--- src/rtl/ram_stream_reader.sv ---
`default_nettype none
// +--------------------------------------------------------------------------+
// | ram_stream_reader: drains words from a RAM read port onto AXI4-Stream,   |
// | with a 2-entry output/skid buffer. Optional stats: RAM_STREAM_READER_STATS_EN |
// | Rev 1.0                                                                  |
// +--------------------------------------------------------------------------+
module ram_stream_reader #(
  parameter int RAM_WIDTH     = 310,
  parameter int RAM_ADDR_BITS = 3,
  parameter int LAST_BIT      = 309
) (
  input  logic                     clk,
  input  logic                     reset,
  input  logic [RAM_ADDR_BITS:0]   wr_ptr,
  output logic [RAM_ADDR_BITS:0]   rd_ptr,
  input  logic                     flush,
  output logic                     enB,
  output logic [RAM_ADDR_BITS-1:0] addrB,
  input  logic [RAM_WIDTH-1:0]     doutB,
  output logic [RAM_WIDTH-1:0]     m_axis_tdata,
  output logic                     m_axis_tlast,
  output logic                     m_axis_tvalid,
  input  logic                     m_axis_tready
`ifdef RAM_STREAM_READER_STATS_EN
  ,
  output logic [31:0]              pkt_count,
  output logic [31:0]              word_count
`endif
);

  localparam logic [RAM_ADDR_BITS:0] c_ptr_one = 1;

  logic [RAM_ADDR_BITS:0] r_iss_ptr;
  logic [RAM_ADDR_BITS:0] r_rd_ptr;
  logic                   r_out_valid;
  logic [RAM_WIDTH-1:0]   r_out_data;
  logic                   r_skid_valid;
  logic [RAM_WIDTH-1:0]   r_skid_data;
  logic                   r_inflight;

  logic       w_pop;
  logic       w_empty;
  logic [1:0] w_occ;
  logic       w_en;

  assign w_pop   = r_out_valid & m_axis_tready;
  assign w_empty = (r_iss_ptr == wr_ptr);
  assign w_occ   = {1'b0, r_out_valid} + {1'b0, r_skid_valid} + {1'b0, r_inflight};
  // Issue only when the word, once returned, is guaranteed a buffer slot.
  assign w_en    = !flush && !w_empty && ((w_occ - {1'b0, w_pop}) < 2'd2);

  assign enB           = w_en;
  assign addrB         = r_iss_ptr[RAM_ADDR_BITS-1:0];
  assign rd_ptr        = r_rd_ptr;
  assign m_axis_tdata  = r_out_data;
  assign m_axis_tlast  = r_out_data[LAST_BIT];
  assign m_axis_tvalid = r_out_valid;

  always_ff @(posedge clk) begin
    if (reset) begin
      r_iss_ptr    <= '0;
      r_rd_ptr     <= '0;
      r_out_valid  <= 1'b0;
      r_out_data   <= '0;
      r_skid_valid <= 1'b0;
      r_skid_data  <= '0;
      r_inflight   <= 1'b0;
    end else if (flush) begin
      r_iss_ptr    <= wr_ptr;
      r_rd_ptr     <= wr_ptr;
      r_out_valid  <= 1'b0;
      r_skid_valid <= 1'b0;
      r_inflight   <= 1'b0;
    end else begin
      r_inflight <= w_en;
      if (w_en) begin
        r_iss_ptr <= r_iss_ptr + c_ptr_one;
      end
      if (w_pop) begin
        r_rd_ptr <= r_rd_ptr + c_ptr_one;
        // Skid drains first so a simultaneous return keeps address order.
        if (r_skid_valid) begin
          r_out_data <= r_skid_data;
          if (r_inflight) begin
            r_skid_data <= doutB;
          end else begin
            r_skid_valid <= 1'b0;
          end
        end else if (r_inflight) begin
          r_out_data <= doutB;
        end else begin
          r_out_valid <= 1'b0;
        end
      end else if (r_inflight) begin
        if (r_out_valid) begin
          r_skid_valid <= 1'b1;
          r_skid_data  <= doutB;
        end else begin
          r_out_valid <= 1'b1;
          r_out_data  <= doutB;
        end
      end
    end
  end

`ifdef RAM_STREAM_READER_STATS_EN
  logic [31:0] r_pkt_count;
  logic [31:0] r_word_count;

  always_ff @(posedge clk) begin
    if (reset) begin
      r_pkt_count  <= '0;
      r_word_count <= '0;
    end else if (!flush && w_pop) begin
      r_word_count <= r_word_count + 32'd1;
      if (m_axis_tlast) begin
        r_pkt_count <= r_pkt_count + 32'd1;
      end
    end
  end

  assign pkt_count  = r_pkt_count;
  assign word_count = r_word_count;
`endif

endmodule
`default_nettype wire

--- config.mk ---
export PLATFORM = sky130hd
export DESIGN_NAME = ram_stream_reader
export DESIGN_NICKNAME = d
export VERILOG_FILES = /design/src/rtl/ram_stream_reader.sv
export SDC_FILE = /design/constraint.sdc
export NUM_CORES = 1
export LEC_CHECK = 0
export ABC_CLOCK_PERIOD_IN_PS = 2700
export CORE_AREA = 2 2 251 253
export DETAILED_ROUTE_END_ITERATION = 8
export DIE_AREA = 0 0 253 255
export GPL_ROUTABILITY_DRIVEN = 0
export PLACE_DENSITY = 0.67
export SLEW_MARGIN = 0
export SYNTH_ARGS = -nofsm -noshare
export SYNTH_HDL_FRONTEND = slang
export SYNTH_SLANG_ARGS = --single-unit
export TNS_END_PERCENT = 20
--- constraint.sdc ---
create_clock -name clk -period 2.7 [get_ports clk]
set_input_delay 0.405 -clock clk [delete_from_list [all_inputs] [get_ports clk]]
set_output_delay 0.405 -clock clk [all_outputs]
set_load 0.01 [all_outputs]
==> results of run 1 <==
## power by group through the flow
stage	logic [mW]	clock network, mW	registers, mW
after floorplan	0.772	0	10.1
after global placement	2.30	0	10.0
after detailed placement	2.31	0	10.0
after CTS	2.33	9.46	9.83
after global routing	2.51	9.87	9.86
final	2.32	9.29	9.83
## kinds of logic after synthesis
family                   after synthesis  share of synthesized area, %
buffers and inverters                288                          5.24
adder cells (fa/ha/maj)                6                         0.307
flip-flops                           631                          51.7
AND/OR/NAND/NOR                     1580                          24.5
XOR/XNOR                               9                         0.322
AO/OA/AOI/OAI                        638                          17.9
multiplexers                           1                        0.0409
## worst register-to-register path, cell delays in order, from the launching register on
cell	delay, ns
dfxtp_1	0.31
and2_4	0.15
ha_4	0.26
inv_2	0.04
ha_4	0.27
a21oi_4	0.05
xnor2_2	0.14
buf_4	0.13
buf_4	0.12
buf_4	0.14
o211ai_1	0.15
o221ai_1	0.13
## stage by stage
stage	setup TNS (ns)	cell area, um^2	cells	power [mW]	utilization (%)
3_5_place_dp	-0.667	31900	4411	12.3	51.4
3_3_place_gp	-0.705	31900	4411	12.3	51.4
4_1_cts	-0.0831	34200	4529	21.6	55.1
2_1_floorplan	0	24500	3153	10.9	-
5_1_grt	-0.0839	34300	4536	22.2	55.1
6_report	-0.00972	34300	4539	21.4	55.1
## flip-flops by register name (all words and copies together) (netlist names)
register	flops
m_axis_tdata	310
r_iss_ptr	4
r_inflight	1
m_axis_tvalid	1
r_skid_valid	1
r_skid_data	310
rd_ptr	4
## layout by cell type (no fill, tap or decap), drive strengths merged, types with 3 or more instances in the layout
cell type,n
buf,108
nor3,3
inv,8
a211oi,4
nor2,318
nand2,1244
ha,6
clkdlybuf4s50,635
dfxtp,631
diode,9
a311oi,310
xnor2,3
clkbuf,97
clkinv,15
a21oi,315
xor2,6
## what timing repair did
item / in CTS / in global routing
pin swaps: 5 / 3
hold buffers: 0 / 0
gates resized for setup: 15 / 0
endpoints found under the setup margin: 1 / 1
setup buffers: 1 / 1
## cell type report
type	instances	area share [%]
sequential	631	36.9
multi-input combinational	2234	31.0
timing repair buffer	743	22.6
clock buffer	97	5.96
tap	799	2.92
clock inverter	20	0.577
inverter	6	0.0657
antenna	9	0.0657
## layer usage
| metal | wire length [um] | GRT usage (%) | vias to the layer above |
|---|---|---|---|
| met5 | 44 | 0 | - |
| met4 | 2960 | 9.77 | 6 |
| met3 | 5410 | 6.14 | 162 |
| met2 | 37400 | 37.8 | 671 |
| met1 | 32900 | 28.7 | 10800 |
| li1 | - | - | 11700 |
## path summary, 6_finish.rpt
| kind | start | endpoint | slack [ns] | cells after the start |
|---|---|---|---|---|
| max | m_axis_tvalid$_SDFFE_PP0P_ | enB | -0.01 | 9 |
| min | reset | r_skid_data[164]$_SDFFE_PP0P_ | 0.31 | 2 |
| max reg2reg | m_axis_tvalid$_SDFFE_PP0P_ | r_iss_ptr[3]$_SDFFE_PP0P_ | 0.65 | 11 |
| min reg2reg | r_skid_data[115]$_SDFFE_PP0P_ | r_skid_data[115]$_SDFFE_PP0P_ | 0.45 | 2 |
==> results.json, run 1 <==
{
  "fillers": 5774,
  "dieArea_um2": 64500,
  "startpoint_type": "register",
  "num_rows": 92,
  "yosysMostFrequentCell": "nand2_1",
  "final_antenna_net_count": 0,
  "path_common_cell": "ha_4",
  "synth_flop_cell": "dfxtp_1",
  "pwr-share-comb_pct": 10.8,
  "switching_share_pct": 23.8,
  "vias_per_cell": 5.13,
  "nets": 4008,
  "fmax_mhz": 369,
  "coreArea_um2": 62200,
  "syn_inst": 3153,
  "critPathTopFamily": "adder cells",
  "areaGrowthSynthToFinish_pct": 40.1,
  "path_class": "reg2out",
  "syn-num-nets": 3477,
  "firstDrtPassIters": 6,
  "p_per_area_nw_per_um2": 626,
  "synth_seq_cells": 631,
  "slew_viol_final": 0,
  "synthTopCellsByArea": "dfxtp_1 (52%), nand2_1 (19%), a311oi_1 (11%)",
  "htreeDepth": 3,
  "insertion_delay_ns": 0.61,
  "hold_violations": 0,
  "track_usage_pct": 23.1,
  "finalWorstSetupSlack_ns": -0.00972,
  "cp_slowest_stage_delay_ns": 0.31,
  "max_slew.worst_pin.slew_ns": 0.898,
  "intPower_mw": 16.3,
  "io_pins": 638,
  "seqPwrFrac_pct": 45.9,
  "relSlewSlack_pct": 40.1,
  "p_leak_nw": 11.9,
  "tritoncts": "done",
  "synth_top_area_share_pct": 51.7,
  "syn_area_um2": 24500,
  "grt_pass1_wl_um": 119000,
  "path_cells": "and2_4 -> ha_4 -> inv_2 -> ha_4 -> a21oi_4 -> xnor2_2 -> or2_4 -> nor2_4 -> buf_6",
  "num_vias": 23300,
  "hp-class": "in2reg",
  "slowest_stage": "dfxtp_1",
  "totalWireLength_um": 78700,
  "yosysSeqAreaShare_pct": 51.7,
  "multi_input_area_um2": 10600,
  "holdWs_ns": 0.315,
  "rsz0062_at_grt": "yes",
  "setup-violations-final": 1,
  "first_global_vias": 20900,
  "regArea_um2": 12600,
  "cap_violations": 0,
  "vdd_drop_max_uv": 434,
  "p_clk_share_pct": 43.3,
  "synth_top_cells_by_count": "nand2_1 (1,244), dfxtp_1 (631), nor2_1 (317)",
  "post-route-period-util_pct": 100,
  "wire_per_inst_um": 17.3,
  "hpwl_um": 53600,
  "cts.path.max_buffers": 3,
  "end_kind": "output pin",
  "cts.sinks": 631,
  "fin_worst_skew_ns": 0.0223,
  "dieHeight_um": 255,
  "synth_top_cell_by_area": "dfxtp_1",
  "cp.arrival_ns": 2.30,
  "status": "finished, violations left",
  "drive_gt1_share_pct": 6.16,
  "avgSynthCellArea_um2": 7.76,
  "dp_slack_ns": -0.667,
  "grt_max_degree": 114,
  "drcViolationCount": 0,
  "period_minus_slack_ns": 2.71,
  "initial_core_util_pct": 39.3,
  "synth_edf_count": 0,
  "ys_types": 36,
  "die_w_um": 253,
  "port_buffers": 637,
  "cp_max_fo": 2,
  "p_sw_mw": 5.10,
  "cp.required_ns": 2.30,
  "ys_warn_count": 0,
  "cts_made_buffers": 68,
  "drt_iter0_markers": 1684,
  "overflow": 0,
  "ctsRootBufferMaster": "clkbuf_16",
  "path_buf_inv": 2,
  "async_flop_share_pct": 0,
  "failed_checks": "setup timing",
  "clk_pin_slew_ns": 0.06,
  "antenna_found_initial": 10
}
No activity file was read; power rests on OpenSTA's default activity.
==> run 2: changes to the inputs <==
CTS_BUF_LIST = sky130_fd_sc_hd__clkbuf_4 sky130_fd_sc_hd__clkbuf_8   (was not set)
CTS_CLUSTER_DIAMETER = 40   (was not set)
SLEW_MARGIN = not set   (was 0)
==> results.json, run 2 (synthesis results as in run 1) <==
{
  "drt_iter0_markers": 1644,
  "dieHeight_um": 255,
  "grt_pass1_wl_um": 119000,
  "num_vias": 23300,
  "period_minus_slack_ns": 2.80,
  "insertion_delay_ns": 0.69,
  "cap_violations": 0,
  "dp_slack_ns": -0.667,
  "num_rows": 92,
  "instances_no_fill": 4605,
  "vias_per_cell": 5.06,
  "rrSetupSlack_ns": 0.65,
  "hp-class": "in2reg",
  "cts_made_buffers": 109,
  "ctsRootBufferMaster": "clkbuf_8",
  "fin_util_pct": 55.2,
  "fmax_mhz": 357,
  "post-route-period-util_pct": 104,
  "totalWireLength_um": 79100,
  "path_class": "reg2out",
  "grt_max_degree": 114,
  "rsz0062_at_grt": "yes",
  "critPathTopFamily": "adder cells",
  "layout_commonest_cell": "nand2_1",
  "end_kind": "output pin",
  "dieArea_um2": 64500,
  "io_pins": 638,
  "path_buf_inv": 2,
  "failed_checks": "setup timing",
  "cts.path.max_buffers": 3,
  "cp_slowest_stage_delay_ns": 0.31,
  "relSlewSlack_pct": 39.3,
  "fin_worst_skew_ns": 0.0325,
  "final_cell_mix": "nand2_1 (1,243), clkdlybuf4s50_1 (635), dfxtp_1 (631)",
  "firstDrtPassIters": 5,
  "overflow": 0,
  "fin_setup_tns_ns": -0.100,
  "stdcell_area_um2": 34300,
  "drive_gt1_share_pct": 7.98,
  "holdWs_ns": 0.237,
  "initial_core_util_pct": 39.3,
  "cts.sinks": 631,
  "coreArea_um2": 62200,
  "dp_cells": 4411,
  "regArea_um2": 12600,
  "htreeDepth": 3,
  "hpwl_um": 53600,
  "fillers": 5804,
  "areaGrowthSynthToFinish_pct": 40.4,
  "finalWorstSetupSlack_ns": -0.100,
  "drcViolationCount": 0,
  "cp.arrival_ns": 2.40,
  "tritoncts": "done",
  "die_w_um": 253,
  "power.total_mw": 21.2,
  "slowest_stage": "dfxtp_1",
  "track_usage_pct": 23.2,
  "port_buffers": 637,
  "path_common_cell": "ha_4",
  "startpoint_type": "register",
  "cp.required_ns": 2.30,
  "placed_area_um2": 31900,
  "max_slew.worst_pin.slew_ns": 0.911,
  "p_per_area_nw_per_um2": 619,
  "final_antenna_net_count": 0,
  "status": "finished, violations left",
  "vdd_drop_max_uv": 388,
  "clk_pin_slew_ns": 0.06,
  "slew_viol_final": 0,
  "cp_max_fo": 2,
  "setup-violations-final": 1,
  "nets": 4049,
  "wire_per_inst_um": 17.2,
  "path_cells": "and2_4 -> ha_4 -> inv_2 -> ha_4 -> a21oi_4 -> xnor2_2 -> or2_4 -> nor2_4 -> buf_6",
  "p_leak_nw": 12.0,
  "first_global_vias": 21300,
  "multi_input_area_um2": 10600,
  "antenna_found_initial": 12,
  "hold_violations": 0
}
==> run 2: report_power, final <==
group / switching [mW] / internal [mW] / total, mW
Sequential: 0.211 / 9.63 / 9.84
Clock: 3.83 / 5.25 / 9.08
Combinational: 1.07 / 1.25 / 2.32
==> run 2: what timing repair did <==
| action | 4_1_cts | 5_1_grt |
|---|---|---|
| hold buffers | 0 | 0 |
| setup endpoints to repair | 1 | 1 |
| setup buffers | 1 | 1 |
| pin swaps | 5 | 3 |
| gates resized for setup | 15 | 0 |
==> run 2: path summary, 6_finish.rpt <==
kind	startpoint	cells past startpoint	endpoint
worst max-delay path	m_axis_tvalid$_SDFFE_PP0P_	9	enB
worst max register to register	m_axis_tvalid$_SDFFE_PP0P_	11	r_iss_ptr[0]$_SDFFE_PP0P_
worst min-delay path	reset	2	r_skid_data[178]$_SDFFE_PP0P_
worst min register to register	r_skid_data[284]$_SDFFE_PP0P_	2	r_skid_data[284]$_SDFFE_PP0P_
==> run 2: per-layer routing <==
layer | track usage [%] | wire length, um
met5 | 0 | 56
met4 | 10.8 | 3050
met3 | 6.35 | 5750
met2 | 38.1 | 37600
met1 | 28.2 | 32600
==> run 2: cell type report <==
type	instances	area share, %
clock buffer	167	6.06
tap	799	2.91
clock inverter	15	0.612
sequential	631	36.8
timing repair buffer	743	22.6
multi-input combinational	2234	30.9
inverter	6	0.0656
antenna	10	0.0729
==> run 3: changes to the inputs <==
GPL_TIMING_DRIVEN = 0   (was not set)
==> results.json, run 3 (synthesis results as in run 1) <==
{
  "status": "finished, violations left",
  "failed_checks": "setup timing",
  "grt_max_degree": 16,
  "layout_commonest_cell": "nand2_1",
  "cp_slowest_stage_delay_ns": 0.34,
  "track_usage_pct": 26.8,
  "fin_worst_skew_ns": 0.0367,
  "port_buffers": 636,
  "vdd_drop_max_uv": 366,
  "slowest_stage": "dfxtp_4",
  "setup-violations-final": 1,
  "wire_per_inst_um": 18.7,
  "p_per_area_nw_per_um2": 635,
  "insertion_delay_ns": 0.72,
  "holdWs_ns": 0.263,
  "post-route-period-util_pct": 105,
  "path_common_cell": "ha_4",
  "htreeDepth": 3,
  "drt_iter0_markers": 1559,
  "firstDrtPassIters": 5,
  "hpwl_um": 66000,
  "areaGrowthSynthToFinish_pct": 40.9,
  "end_kind": "output pin",
  "path_class": "reg2out",
  "startpoint_type": "register",
  "final_antenna_net_count": 0,
  "fin_util_pct": 55.4,
  "fin_setup_tns_ns": -0.127,
  "fillers": 5989,
  "final_cell_mix": "nand2_1 (1,244), clkdlybuf4s50_1 (635), dfxtp_1 (629)",
  "initial_core_util_pct": 39.3,
  "dieArea_um2": 64500,
  "placed_area_um2": 31800,
  "num_rows": 92,
  "tritoncts": "done",
  "period_minus_slack_ns": 2.83,
  "first_global_vias": 23700,
  "cts.path.max_buffers": 3,
  "die_w_um": 253,
  "grt_pass1_wl_um": 134000,
  "hold_violations": 0,
  "coreArea_um2": 62200,
  "relSlewSlack_pct": 42.7,
  "cts.sinks": 631,
  "cap_violations": 0,
  "drcViolationCount": 0,
  "nets": 4229,
  "ctsRootBufferMaster": "clkbuf_8",
  "power.total_mw": 21.9,
  "dp_slack_ns": -0.987,
  "slew_viol_final": 0,
  "cts_made_buffers": 112,
  "max_slew.worst_pin.slew_ns": 0.860,
  "num_vias": 24800,
  "drive_gt1_share_pct": 8.89,
  "cp.arrival_ns": 2.42,
  "instances_no_fill": 4816,
  "io_pins": 638,
  "hp-class": "in2reg",
  "overflow": 0,
  "cp.required_ns": 2.30,
  "path_cells": "and2_4 -> ha_4 -> inv_2 -> ha_4 -> a21oi_4 -> xnor2_2 -> or2_4 -> nor2_4 -> buf_6",
  "totalWireLength_um": 90200,
  "vias_per_cell": 5.15,
  "p_leak_nw": 12.2,
  "fmax_mhz": 354,
  "dieHeight_um": 255,
  "clk_pin_slew_ns": 0.06,
  "antenna_found_initial": 29,
  "stdcell_area_um2": 34400,
  "cp_max_fo": 2,
  "dp_cells": 4588,
  "finalWorstSetupSlack_ns": -0.127,
  "rsz0062_at_grt": "yes",
  "hold_buffers": 0
}
-- run 3: cell types whose count changed in the layout (fill, tap and decap cells not counted), sizes merged --
cell	delta
clkbuf	+155
buf	+28
diode	+13
clkinv	+7
clkinvlp	+6
inv	+2
-- run 3: timing repair --
action	CTS	global route
endpoints found under the setup margin	1	81
pin swaps	4	5
resized for setup	17	10
buffers inserted	4	0
-- run 3: power breakdown --
part,internal (mW),total [mW],switching [mW]
Clock,5.55,9.67,4.11
Sequential,9.62,9.83,0.202
Combinational,1.23,2.39,1.16
Total,16.4,21.9,5.48
-- run 3: per-layer routing --
metal  wire [um]  GRT usage [%]
met1       36300           31.7
met2       42600           44.3
met3        7050           7.43
met4        4130           14.5
met5         115              0
-- run 3: final cells by class --
type | instances | area (um^2) | area share, %
well taps | 799 | 1000 | 2.90
inverters | 6 | 22.5 | 0.0654
flip-flops and latches | 631 | 12600 | 36.7
diodes | 23 | 57.6 | 0.167
clock buffers | 173 | 2190 | 6.35
multi-input cells | 2234 | 10600 | 30.8
plain buffers | 280 | 1250 | 3.63
clock inverters | 30 | 294 | 0.854
repair buffers | 640 | 6400 | 18.6
-- run 3: final timing paths --
kind	startpoint	end	slack, ns	cells past startpoint
max	m_axis_tvalid$_SDFFE_PP0P_	enB	-0.13	9
min reg2reg	r_skid_data[131]$_SDFFE_PP0P_	m_axis_tdata[131]$_SDFFE_PP0P_	0.45	2
min	doutB[164]	r_skid_data[164]$_SDFFE_PP0P_	0.26	3
max reg2reg	m_axis_tvalid$_SDFFE_PP0P_	m_axis_tdata[260]$_SDFFE_PP0P_	0.26	6
-- run 3: critical path, delay by kind of cell (launching register included) --
family | cells | cell delay (ns)
AND/OR/NAND/NOR | 3 | 0.51
AO/OA/AOI/OAI | 1 | 0.06
buffers and inverters | 2 | 0.16
adder cells (fa/ha/maj) | 2 | 0.51
XOR/XNOR | 1 | 0.14
flip-flops | 1 | 0.34
